===== src/rtl/ahb_rr_master_arb.sv =====
// ahb_rr_master_arb: round-robin arbiter and single-beat transfer sequencer
// that shares one AHB-lite master port between NUM_REQ requesters.
// Ports:
//   clk, rst_n                     clock, asynchronous active-low reset
//   req_valid/req_ready            per-requester command handshake (ready is one-hot)
//   req_write/req_addr/req_wdata/req_size  flattened per-requester command fields
//   rsp_valid/rsp_rdata/rsp_err    one-hot completion pulse with read data and error
//   haddr/htrans/hwrite/hsize/hburst/hwdata  AHB-lite master outputs
//   hrdata/hready/hresp            AHB-lite master inputs
module ahb_rr_master_arb #(
    parameter int unsigned NUM_REQ = 3,
    parameter int unsigned AW      = 32,
    parameter int unsigned DW      = 32
) (
    input  logic                  clk,
    input  logic                  rst_n,
    input  logic [NUM_REQ-1:0]    req_valid,
    output logic [NUM_REQ-1:0]    req_ready,
    input  logic [NUM_REQ-1:0]    req_write,
    input  logic [NUM_REQ*AW-1:0] req_addr,
    input  logic [NUM_REQ*DW-1:0] req_wdata,
    input  logic [NUM_REQ*3-1:0]  req_size,
    output logic [NUM_REQ-1:0]    rsp_valid,
    output logic [DW-1:0]         rsp_rdata,
    output logic                  rsp_err,
    output logic [AW-1:0]         haddr,
    output logic [1:0]            htrans,
    output logic                  hwrite,
    output logic [2:0]            hsize,
    output logic [2:0]            hburst,
    output logic [DW-1:0]         hwdata,
    input  logic [DW-1:0]         hrdata,
    input  logic                  hready,
    input  logic                  hresp
);

    localparam int unsigned PW = (NUM_REQ > 1) ? $clog2(NUM_REQ) : 1;
    localparam logic [1:0] HTRANS_IDLE   = 2'b00;
    localparam logic [1:0] HTRANS_NONSEQ = 2'b10;

    typedef enum logic [1:0] {ST_IDLE, ST_ADDR, ST_DATA, ST_RESP} state_e;

    state_e               state_q, state_d;
    logic [PW-1:0]        ptr_q, ptr_d;
    logic [PW-1:0]        owner_q, owner_d;
    logic                 arb_en_q;
    logic [DW-1:0]        wdata_q, wdata_d;
    logic [AW-1:0]        haddr_q, haddr_d;
    logic [1:0]           htrans_q, htrans_d;
    logic                 hwrite_q, hwrite_d;
    logic [2:0]           hsize_q, hsize_d;
    logic [DW-1:0]        hwdata_q, hwdata_d;
    logic [NUM_REQ-1:0]   rsp_valid_q, rsp_valid_d;
    logic [DW-1:0]        rsp_rdata_q, rsp_rdata_d;
    logic                 rsp_err_q, rsp_err_d;

    logic [PW-1:0]        grant_idx;
    logic                 grant_vld;
    logic                 accept;
    logic [AW-1:0]        sel_addr;
    logic [2:0]           sel_size;
    logic                 sel_legal;

    // Round-robin search: first valid requester above the pointer, wrapping.
    always_comb begin
        int unsigned idx;
        grant_vld = 1'b0;
        grant_idx = '0;
        idx       = 0;
        for (int unsigned k = 1; k <= NUM_REQ; k++) begin
            idx = 32'(ptr_q) + k;
            if (idx >= NUM_REQ) begin
                idx = idx - NUM_REQ;
            end
            if (!grant_vld && req_valid[PW'(idx)]) begin
                grant_vld = 1'b1;
                grant_idx = PW'(idx);
            end
        end
    end

    // arb_en_q keeps req_ready low while reset is asserted.
    assign accept    = arb_en_q && (state_q == ST_IDLE) && grant_vld;
    assign req_ready = {{(NUM_REQ-1){1'b0}}, accept} << grant_idx;

    assign sel_addr  = req_addr[grant_idx*AW +: AW];
    assign sel_size  = req_size[grant_idx*3 +: 3];
    assign sel_legal = (sel_size == 3'd0) ||
                       ((sel_size == 3'd1) && !sel_addr[0]) ||
                       ((sel_size == 3'd2) && (sel_addr[1:0] == 2'b00));

    // Transfer sequencer next-state and output logic.
    always_comb begin
        state_d     = state_q;
        ptr_d       = ptr_q;
        owner_d     = owner_q;
        wdata_d     = wdata_q;
        haddr_d     = haddr_q;
        htrans_d    = htrans_q;
        hwrite_d    = hwrite_q;
        hsize_d     = hsize_q;
        hwdata_d    = hwdata_q;
        rsp_valid_d = '0;
        rsp_rdata_d = rsp_rdata_q;
        rsp_err_d   = rsp_err_q;
        unique case (state_q)
            ST_IDLE: begin
                if (accept) begin
                    ptr_d    = grant_idx;
                    owner_d  = grant_idx;
                    wdata_d  = req_wdata[grant_idx*DW +: DW];
                    hwrite_d = req_write[grant_idx];
                    if (sel_legal) begin
                        haddr_d  = sel_addr;
                        hsize_d  = sel_size;
                        htrans_d = HTRANS_NONSEQ;
                        state_d  = ST_ADDR;
                    end else begin
                        // Illegal command completes with an error, no bus cycle.
                        rsp_valid_d = {{(NUM_REQ-1){1'b0}}, 1'b1} << grant_idx;
                        rsp_rdata_d = '0;
                        rsp_err_d   = 1'b1;
                        state_d     = ST_RESP;
                    end
                end
            end
            ST_ADDR: begin
                if (hready) begin
                    htrans_d = HTRANS_IDLE;
                    hwdata_d = hwrite_q ? wdata_q : '0;
                    state_d  = ST_DATA;
                end
            end
            ST_DATA: begin
                // First cycle of a two-cycle ERROR has hready=0 and is skipped.
                if (hready) begin
                    rsp_valid_d = {{(NUM_REQ-1){1'b0}}, 1'b1} << owner_q;
                    rsp_rdata_d = hwrite_q ? '0 : hrdata;
                    rsp_err_d   = hresp;
                    state_d     = ST_RESP;
                end
            end
            ST_RESP: begin
                state_d = ST_IDLE;
            end
            default: begin
                state_d = ST_IDLE;
            end
        endcase
    end

    // State and output registers.
    always_ff @(posedge clk or negedge rst_n) begin
        if (!rst_n) begin
            state_q     <= ST_IDLE;
            ptr_q       <= PW'(NUM_REQ - 1);
            owner_q     <= '0;
            arb_en_q    <= 1'b0;
            wdata_q     <= '0;
            haddr_q     <= '0;
            htrans_q    <= HTRANS_IDLE;
            hwrite_q    <= 1'b0;
            hsize_q     <= 3'd0;
            hwdata_q    <= '0;
            rsp_valid_q <= '0;
            rsp_rdata_q <= '0;
            rsp_err_q   <= 1'b0;
        end else begin
            state_q     <= state_d;
            ptr_q       <= ptr_d;
            owner_q     <= owner_d;
            arb_en_q    <= 1'b1;
            wdata_q     <= wdata_d;
            haddr_q     <= haddr_d;
            htrans_q    <= htrans_d;
            hwrite_q    <= hwrite_d;
            hsize_q     <= hsize_d;
            hwdata_q    <= hwdata_d;
            rsp_valid_q <= rsp_valid_d;
            rsp_rdata_q <= rsp_rdata_d;
            rsp_err_q   <= rsp_err_d;
        end
    end

    assign rsp_valid = rsp_valid_q;
    assign rsp_rdata = rsp_rdata_q;
    assign rsp_err   = rsp_err_q;
    assign haddr     = haddr_q;
    assign htrans    = htrans_q;
    assign hwrite    = hwrite_q;
    assign hsize     = hsize_q;
    assign hburst    = 3'b000;
    assign hwdata    = hwdata_q;

endmodule


===== config.mk =====
export PLATFORM = sky130hd
export DESIGN_NAME = ahb_rr_master_arb
export DESIGN_NICKNAME = d
export VERILOG_FILES = /design/src/rtl/ahb_rr_master_arb.sv
export SDC_FILE = /design/constraint.sdc
export NUM_CORES = 1
export LEC_CHECK = 0
export CAP_MARGIN = 5
export CELL_PAD_IN_SITES_DETAIL_PLACEMENT = 1
export CELL_PAD_IN_SITES_GLOBAL_PLACEMENT = 1
export CORE_ASPECT_RATIO = 1.5
export CORE_MARGIN = 3
export CORE_UTILIZATION = 23
export CTS_CLUSTER_DIAMETER = 150
export DETAILED_ROUTE_END_ITERATION = 12
export GPL_ROUTABILITY_DRIVEN = 0
export HOLD_SLACK_MARGIN = 0.1
export PLACE_DENSITY = 0.71
export SKIP_LAST_GASP = 1
export SYNTH_ARGS = -nofsm -noshare
export SYNTH_HDL_FRONTEND = slang
export SYNTH_SLANG_ARGS = --single-unit

===== constraint.sdc =====
create_clock -name clk -period 4.6 [get_ports clk]
set_input_delay 0.69 -clock clk [delete_from_list [all_inputs] [get_ports clk]]
set_output_delay 0.69 -clock clk [all_outputs]
set_load 0.02 [all_outputs]

## After elaboration in Yosys (flattened, before gate mapping)

Cells that the tools add are included.

- Bits in registers: 145
- Output and inout port bits: 112
- Word-level logic and storage cells: 105
- Input bits: 243

- Shifts and indexed selects: 6
- Multipliers: 1
- Magnitude comparators: 7
- Reductions and logical operators: 22
- Multiplexer cells: 40
- Equality and inequality tests: 10
- $add $sub $neg: 6

Operators with widths:

| operator | number |
|---|---|
| $shiftx 96x8->32 | 2 |
| $mux 32 | 5 |
| $pmux 32 s2 | 1 |
| $mux 2 | 13 |
| $lt 2x3->1 const B | 4 |
| $mux 1 | 10 |
| $ne 2x2->1 const B | 5 |
| $ge 3x2->1 const B | 3 |
| $mux 3 | 3 |
| $shiftx 9x5->3 | 1 |
| $bmux 1 s2 | 4 |
| $pmux 2 s4 | 1 |
| $reduce_and 4->1 | 2 |
| $add 2x2->3 const B | 2 |
| $logic_and 1x1->1 | 6 |
| $pmux 3 s2 | 1 |
| $reduce_and 3->1 | 2 |
| $shl 1x2->3 const A | 2 |
| $sub 2x2->2 const B | 3 |
| $eq 2x2->1 const B | 2 |
| $logic_not 2->1 | 2 |
| $mul 2x2->4 const B | 1 |
| $pmux 2 s2 | 1 |
| $reduce_and 2->1 | 2 |
| 10 further kinds | 14 |

## Logic depth before layout (Yosys ltp)

Gate-level depths: netlist (run 1).

- Depth in word-level cells: 21
- Mapped depth: 14
- Gate-level depth less buffers: 10

## Least setup slack after synthesis (run 1)

OpenSTA, ideal clock, no wires.

- Path type: register to output
- Start: reg ptr_q[1]
- End: out req_ready[1]
- Stages on the path, launching flop included: 11
- Path buffers: 3
- Arrival: 2.805 ns
- Setup slack: 1.105 ns
- Path through: dfstp_2 inv_1 ha_1 buf_6 nand2_2 a21oi_1 a311oi_1 a21oi_1 buf_2 buf_2 nor3_1

- Longest elaborated chain between the ends: 14
- Elaborated cells on any way between the ends: 30
- Those cells by class: add/sub: 6; order compare: 3; shift: 1; mux: 15; reduce/logical: 5

RTL lines:

| element | line | source |
|---|---|---|
| from (decl) | 44 | `logic [PW-1:0] ptr_q, ptr_d;` |
| from (signal assigned) | 156 | `ptr_q <= PW'(NUM_REQ - 1);` |
| from (signal assigned) | 170 | `ptr_q <= ptr_d;` |
| $add 2x1->3 | 71 | `idx = 32'(ptr_q) + k;` |
| $ge 3x2->1 / $sub 2x2->2 (equally long branches) | 72, 73 |  |
| $mux 2 | 72 | `if (idx >= NUM_REQ) begin` |
| $bmux 1 s2 | 75 | `if (!grant_vld && req_valid[PW'(idx)]) begin` |
| $mux 1 (not written as such) | 75 |  |
| $mux 1 | 75 |  |
| $logic_not 1->1 | 75 |  |
| $logic_and 1x1->1 | 75 |  |
| $mux 1 | 75 |  |
| $logic_not 1->1 | 75 |  |
| $logic_and 1x1->1 | 75 |  |
| $mux 1 | 75 |  |
| $logic_and 1x1->1 | 83 | `assign accept = arb_en_q && (state_q == ST_IDLE) && grant_vld;` |
| $shl 1x2->3 (*) | 84 | `assign req_ready = {{(NUM_REQ-1){1'b0}}, accept} << grant_idx;` |
| to (decl) | 18 | `output logic [NUM_REQ-1:0] req_ready,` |

Every way passes the cells marked *; elsewhere a longest branch is shown, timed or not. The select of a mux whose other input is x is not followed.

## Worst setup path in the final report (run 1)

- Start: reg ptr_q[0]
- End: out req_ready[2]

The elaborated chain is that of the path after synthesis.

==> impl_metrics.py, run 1 <==
metrics = {
    "run_status": {
        "status": "completed",
    },
    "routing": {
        "route.antenna.remaining_nets": 0,
        "wirelength_um": 27700,
        "drc": 0,
        "drt_iter0_markers": 213,
        "drtPass1Iterations": 4,
        "wl_per_cell_um": 17.9,
        "vias_per_cell": 4.59,
        "dr_total_vias": 7097,
    },
    "global_route": {
        "grt_pass1_wl_um": 43000,
        "antenna_found_initial": 0,
        "overflow": 0,
        "grtUsageTotal": 0.155,
        "grt_pass1_vias": 7778,
        "grt_max_degree": 99,
    },
    "synth": {
        "yosysWarnings": 0,
        "synth_edf_count": 0,
        "synth_cell_types": 57,
        "syn_avg_cell_area_um2": 9.38,
        "synth_top_area_share": 0.468,
        "synth-async-reset-ratio": 1.00,
        "synth_top_flop_cell": "dfrtp_1",
        "synth.area.top_cells": "dfrtp_1 (47%), mux2i_1 (8.4%), nand2_1 (8.4%)",
        "netlist_area_um2": 7590,
        "synthesis.instances": 809,
        "yosys.area.top_type": "dfrtp_1",
        "yosysSeqAreaShare": 0.472,
        "synth_seq_cells": 143,
    },
    "sta": {
        "slew_viol_final": 0,
        "setup_viol": 0,
        "period_needed_ps": 4390,
        "hold_viol": 0,
        "relSlewSlack": 0.199,
        "tightest_slew_ps": 1200,
        "rsz0062_at_grt": "true",
        "fmax_mhz": 228,
        "timing.final.crit_share": 0.955,
        "skew_ps": 8.27,
        "whs_ps": 369,
    },
    "placement": {
        "dpl.cell_count": 1515,
        "dp.final_hpwl_um": 20900,
        "place_area_um2": 11400,
        "port_buffers": 350,
    },
    "die": {
        "initial_core_util": 0.236,
        "die_area_um2": 35200,
        "die_h_um": 228,
        "die_x_um": 154,
        "ios": 355,
        "row_count": 80,
        "core_um2": 32100,
    },
    "setup_path": {
        "arrival_ps": 3700,
        "reg2reg_from": "ptr_q[0]",
        "r2r-end": "haddr[16]",
        "crit_type": "flop to output port",
        "r2r_setup_slack_ps": 550,
        "cpPeakStageDelay_ps": 680,
        "cp-start-kind": "flop",
        "reg2regPathDepth": 10,
        "crit_required_ps": 3910,
        "end_kind": "output port",
        "worstPathCellList": "inv_1 > ha_1 > nand2_2 > a21oi_1 > o311ai_2 > nor2_1 > clkdlybuf4s50_1",
        "cp_max_fo": 14,
        "slowest_stage": "clkdlybuf4s50_1",
    },
    "clock_tree": {
        "cts_buffers": 17,
        "clock_path_buffers": 2,
        "cts_tree": "done",
        "path_clk_slew_ps": 60,
        "htree_num_levels": 4,
        "insertion_delay_ps": 430,
        "clock-root-buffer": "clkbuf_16",
        "clock_sinks": 143,
    },
    "power_and_ir_drop": {
        "power_density_nw_per_um2": 724,
        "peakVddDrop_v": 0.000500,
        "power.leakage_nw": 5.32,
        "power.total_mw": 8.70,
    },
    "final_layout": {
        "n_fill_cell": 3620,
        "drive_above_1_share": 0.0792,
        "diodes": 0,
        "syn_to_final_growth_pct": 58.6,
        "nets": 1374,
        "final_util": 0.374,
        "finish.instance_area_um2": 12000,
        "final_cells": 1546,
    },
    "run": {
        "cap_violations": 0,
    },
    "worst_hold_path": {
        "hold_class": "input port to asynchronous set/reset pin",
    },
}
-- layout by cell type, fill, tap and decap left out, types with 2 or more instances in the layout --
cell             instances
a21o_1                   3
clkdlybuf4s50_1        349
conb_1                   5
nand3_2                  2
nand2_2                  2
o2111ai_1                5
mux2_2                   6
clkbuf_8                 4
a21oi_2                  2
o41ai_1                  3
nor3_1                   3
a21oi_1                 40
mux2i_1                 64
nand2b_1                 5
o32ai_1                 33
nor4_1                   2
o211ai_1                 2
nor2_1                  42
nand4_1                  5
inv_1                   39
mux2_4                  28
nor2b_1                  3
clkbuf_1                 4
clkbuf_16               17
nand2_1                168
buf_4                    9
dfrtp_1                142
a31oi_1                  2
a22oi_1                  5
ha_1                     7
o21ai_0                 99
clkinv_2                 3
nand3_1                  3
bufinv_16                3
-- final cells by class --
class	instances	area (um2)	share of cell area
repair buffers	360	3590	0.299
clock inverters	6	105	0.00874
well taps	410	513	0.0426
clock buffers	25	495	0.0412
multi-input cells	562	3600	0.299
flip-flops and latches	143	3580	0.298
inverters	40	150	0.0125
-- routing by layer --
layer,GRT usage,routed length [um],up-vias
li1,-,-,3416
met1,0.161,10300,3432
met2,0.299,15300,215
met3,0.0337,1400,34
met4,0.0585,690,0
met5,0,0,-
-- cells by family (layout without fill, tap and decap cells) --
group	after synthesis	in the layout	share of synthesized area
other cells	2	5	0.000990
flops	143	143	0.472
compound gates	209	209	0.170
mux	98	98	0.149
fa+ha+maj	7	7	0.0115
simple gates	243	243	0.133
buf+inv	107	431	0.0638
-- registers in the layout, summed over array words and instances, names as in the netlist --
| name | count |
|---|---|
| wdata_q | 32 |
| rsp_rdata | 32 |
| ptr_q | 2 |
| haddr | 32 |
| owner_q | 1 |
| hwdata | 32 |
| htrans | 1 |
| rsp_valid | 3 |
| hwrite | 1 |
| hsize | 3 |
| rsp_err | 1 |
| state_q | 2 |
| arb_en_q | 1 |
-- where the power goes --
part	leakage, nW	internal (mW)	switching [mW]
registers	1.85	1.85	0.340
logic	3.17	2.23	2.86
clock network	0.297	0.905	0.519
total	5.32	4.98	3.72
-- worst max-delay path: cells and delay by family (launching register included) --
| kind | cells | cell delay [ps] |
|---|---|---|
| AOI/OAI and AO/OA | 2 | 830 |
| adders and majority gates | 1 | 630 |
| buffers and inverters | 2 | 860 |
| DFF | 1 | 470 |
| and+or+nand+nor | 2 | 480 |
-- cells in the mapped netlist, types with 2 or more instances --
cell type / count
mux2_4: 28
mux2_2: 6
o2111ai_1: 5
buf_12: 2
inv_1: 39
nor3_1: 3
nor2b_1: 3
a21oi_1: 41
conb_1: 2
nand4_1: 5
nor2_1: 42
o41ai_1: 3
nand3_2: 2
mux2i_1: 64
buf_6: 2
o211ai_1: 2
o21ai_0: 99
nand2b_1: 5
a22oi_1: 5
o32ai_1: 33
buf_4: 4
dfrtp_1: 142
a21o_1: 4
clkbuf_1: 46
ha_1: 7
buf_2: 7
nand3_1: 3
buf_1: 5
a21oi_2: 2
a31oi_1: 2
nand2_1: 169
nor4_1: 2
-- stage by stage --
stage | TNS, ps | setup slack, ps
6_report | 0 | 207
3_5_place_dp | 0 | 92.8
2_1_floorplan | 0 | 1100
4_1_cts | 0 | 97.6
5_1_grt | -125 | -72.8
3_3_place_gp | 0 | 285
-- worst max-delay path by stage --
stage	startpoint	endpoint	slack, ps	depth (start not counted)
final	ptr_q[0]	req_ready[2]	210	7
after global routing	ptr_q[0]	req_ready[1]	-70	8
after CTS	ptr_q[0]	req_ready[1]	100	8
after detailed placement	ptr_q[0]	haddr[31]	90	10
after global placement	req_valid[2]	hsize[0]	280	9
after floorplan	ptr_q[1]	req_ready[1]	1100	10
-- repair_timing --
item,in CTS,in global routing
hold buffers,0,0
gates resized for setup,1,2
buffers inserted,0,0
endpoints found under the setup margin,1,7
No activity file was read; power rests on OpenSTA's default activity.
==> run 2, diff against run 1 <==
- PLACE_DENSITY: 0.71 -> 0.76
==> run 2 against run 1 <==
Compared with the run above:
- clock power increased by 6%
- core utilization grew 0.14 points
- register-to-register slack about the same
- hold slack got worse by 91 ps
- global-route usage is 0.70 points lower
- largest power group unchanged
- combinational power is 0.8% lower
- highest routed layer unchanged
- sequential share of layout area is 0.11 points lower
- clock skew fell by 2.7 ps
- non-clock buffer count grew 1
- flip-flop and latch count unchanged
- cell area is 0.36% higher
==> impl_metrics.py, run 2 (same netlist as run 1, synthesis figures left out) <==
metrics = {
    "run_status": {
        "status": "completed",
    },
    "setup_path": {
        "arrival_ps": 3580,
        "worstPathCellList": "inv_1 > ha_1 > nand2b_1 > a21oi_1 > a311oi_2 > a21oi_4 > nor3_1 > clkdlybuf4s50_1",
        "end_kind": "output port",
        "slowest_stage": "clkdlybuf4s50_1",
        "cp_max_fo": 14,
        "cp-start-kind": "flop",
        "crit_required_ps": 3910,
        "cpPeakStageDelay_ps": 670,
        "crit_type": "flop to output port",
    },
    "sta": {
        "tightest_slew_ps": 1120,
        "tns_ps": 0,
        "fmax_mhz": 234,
        "period_needed_ps": 4270,
        "hold_viol": 0,
        "setup_viol": 0,
        "rsz0062_at_grt": "false",
        "timing.final.crit_share": 0.929,
        "skew_ps": 5.59,
        "slew_viol_final": 0,
        "relSlewSlack": 0.247,
    },
    "routing": {
        "drtPass1Iterations": 4,
        "route.antenna.remaining_nets": 0,
        "drc": 0,
        "wirelength_um": 26800,
        "dr_total_vias": 7030,
        "wl_per_cell_um": 17.3,
        "drt_iter0_markers": 237,
        "vias_per_cell": 4.54,
    },
    "clock_tree": {
        "htree_num_levels": 4,
        "clock-root-buffer": "clkbuf_16",
        "clock_path_buffers": 2,
        "cts_buffers": 17,
        "ctsHoldBuffers": 0,
        "path_clk_slew_ps": 60,
        "clock_sinks": 143,
        "insertion_delay_ps": 420,
        "cts_tree": "done",
    },
    "final_layout": {
        "diodes": 0,
        "layout_commonest_cell": "clkdlybuf4s50_1",
        "syn_to_final_growth_pct": 59.2,
        "n_fill_cell": 3646,
        "layout_common_cells": "clkdlybuf4s50_1 (349), nand2_1 (168), dfrtp_1 (142)",
        "drive_above_1_share": 0.0852,
        "nets": 1375,
    },
    "die": {
        "initial_core_util": 0.236,
        "die_h_um": 228,
        "die_x_um": 154,
        "core_um2": 32100,
        "die_area_um2": 35200,
        "row_count": 80,
        "ios": 355,
    },
    "power_and_ir_drop": {
        "power.leakage_nw": 5.35,
        "power_density_nw_per_um2": 724,
        "power.total_mw": 8.74,
        "peakVddDrop_v": 0.000547,
    },
    "worst_hold_path": {
        "hold_class": "input port to asynchronous set/reset pin",
    },
    "global_route": {
        "overflow": 0,
        "antenna_found_initial": 0,
        "grtUsageTotal": 0.148,
        "grt_pass1_wl_um": 41300,
        "grt_pass1_vias": 7669,
        "grt_max_degree": 111,
    },
    "placement": {
        "dp.final_hpwl_um": 20700,
        "port_buffers": 350,
    },
    "run": {
        "cap_violations": 0,
    },
}
==> run 2: path summary, 6_finish.rpt <==
check	slack, ps	cells past startpoint	to	startpoint
worst max-delay path	330	8	req_ready[1]	ptr_q[0]
worst min-delay path	280	1	haddr[23]	rst_n
worst max register to register	540	11	haddr[30]	ptr_q[0]
worst min register to register	480	2	hwdata[22]	hwdata[22]
max in group asynchronous	3280	2	ptr_q[1]	rst_n
min in group clk	480	2	hwdata[22]	hwdata[22]
==> run 2: critical path, delay by kind of cell (launching register included) <==
family                   cells  cell delay [ps]
adder cells (fa/ha/maj)      1              590
AND/OR/NAND/NOR              2              390
flip-flops                   1              450
buffers and inverters        2              850
AO/OA/AOI/OAI                3              870
==> run 2: layout make-up <==
| type | instances | area (um2) | area share |
|---|---|---|---|
| clock inverter | 13 | 186 | 0.0154 |
| inverter | 40 | 150 | 0.0124 |
| multi-input combinational | 562 | 3580 | 0.297 |
| sequential | 143 | 3580 | 0.296 |
| tap | 410 | 513 | 0.0425 |
| clock buffer | 19 | 453 | 0.0375 |
| timing repair buffer | 361 | 3610 | 0.299 |
==> run 2: what timing repair did <==
| item | in CTS | in global routing |
|---|---|---|
| endpoints found under the setup margin | 1 | 1 |
| resized for setup | 1 | 1 |
| buffers inserted | 0 | 0 |
==> run 2: per-stage QoR <==
| stage | std cells | hold WS, ps | instance area [um2] | setup WS (ps) | util |
|---|---|---|---|---|---|
| global placement | 1516 | 462 | 11400 | 477 | 0.356 |
| CTS | 1548 | 320 | 12100 | 243 | 0.376 |
| floorplan | 812 | 394 | 7600 | 1100 | - |
| global route | 1548 | 324 | 12100 | 37.9 | 0.376 |
| finish | 1548 | 278 | 12100 | 327 | 0.376 |
| detailed placement | 1516 | 470 | 11400 | 451 | 0.356 |
==> run 2: per-layer routing <==
layer | track usage | part of all wire | vias to the layer above
met5 | 0 | 0 | -
met4 | 0.0635 | 0.035 | 0
met3 | 0.0328 | 0.051 | 45
met2 | 0.279 | 0.54 | 232
met1 | 0.156 | 0.37 | 3325
li1 | - | - | 3428
==> run 2: where the power goes <==
| part | switching, mW | internal [mW] | total, mW |
|---|---|---|---|
| logic | 2.83 | 2.22 | 5.05 |
| clock network | 0.565 | 0.939 | 1.50 |
| registers | 0.333 | 1.85 | 2.18 |
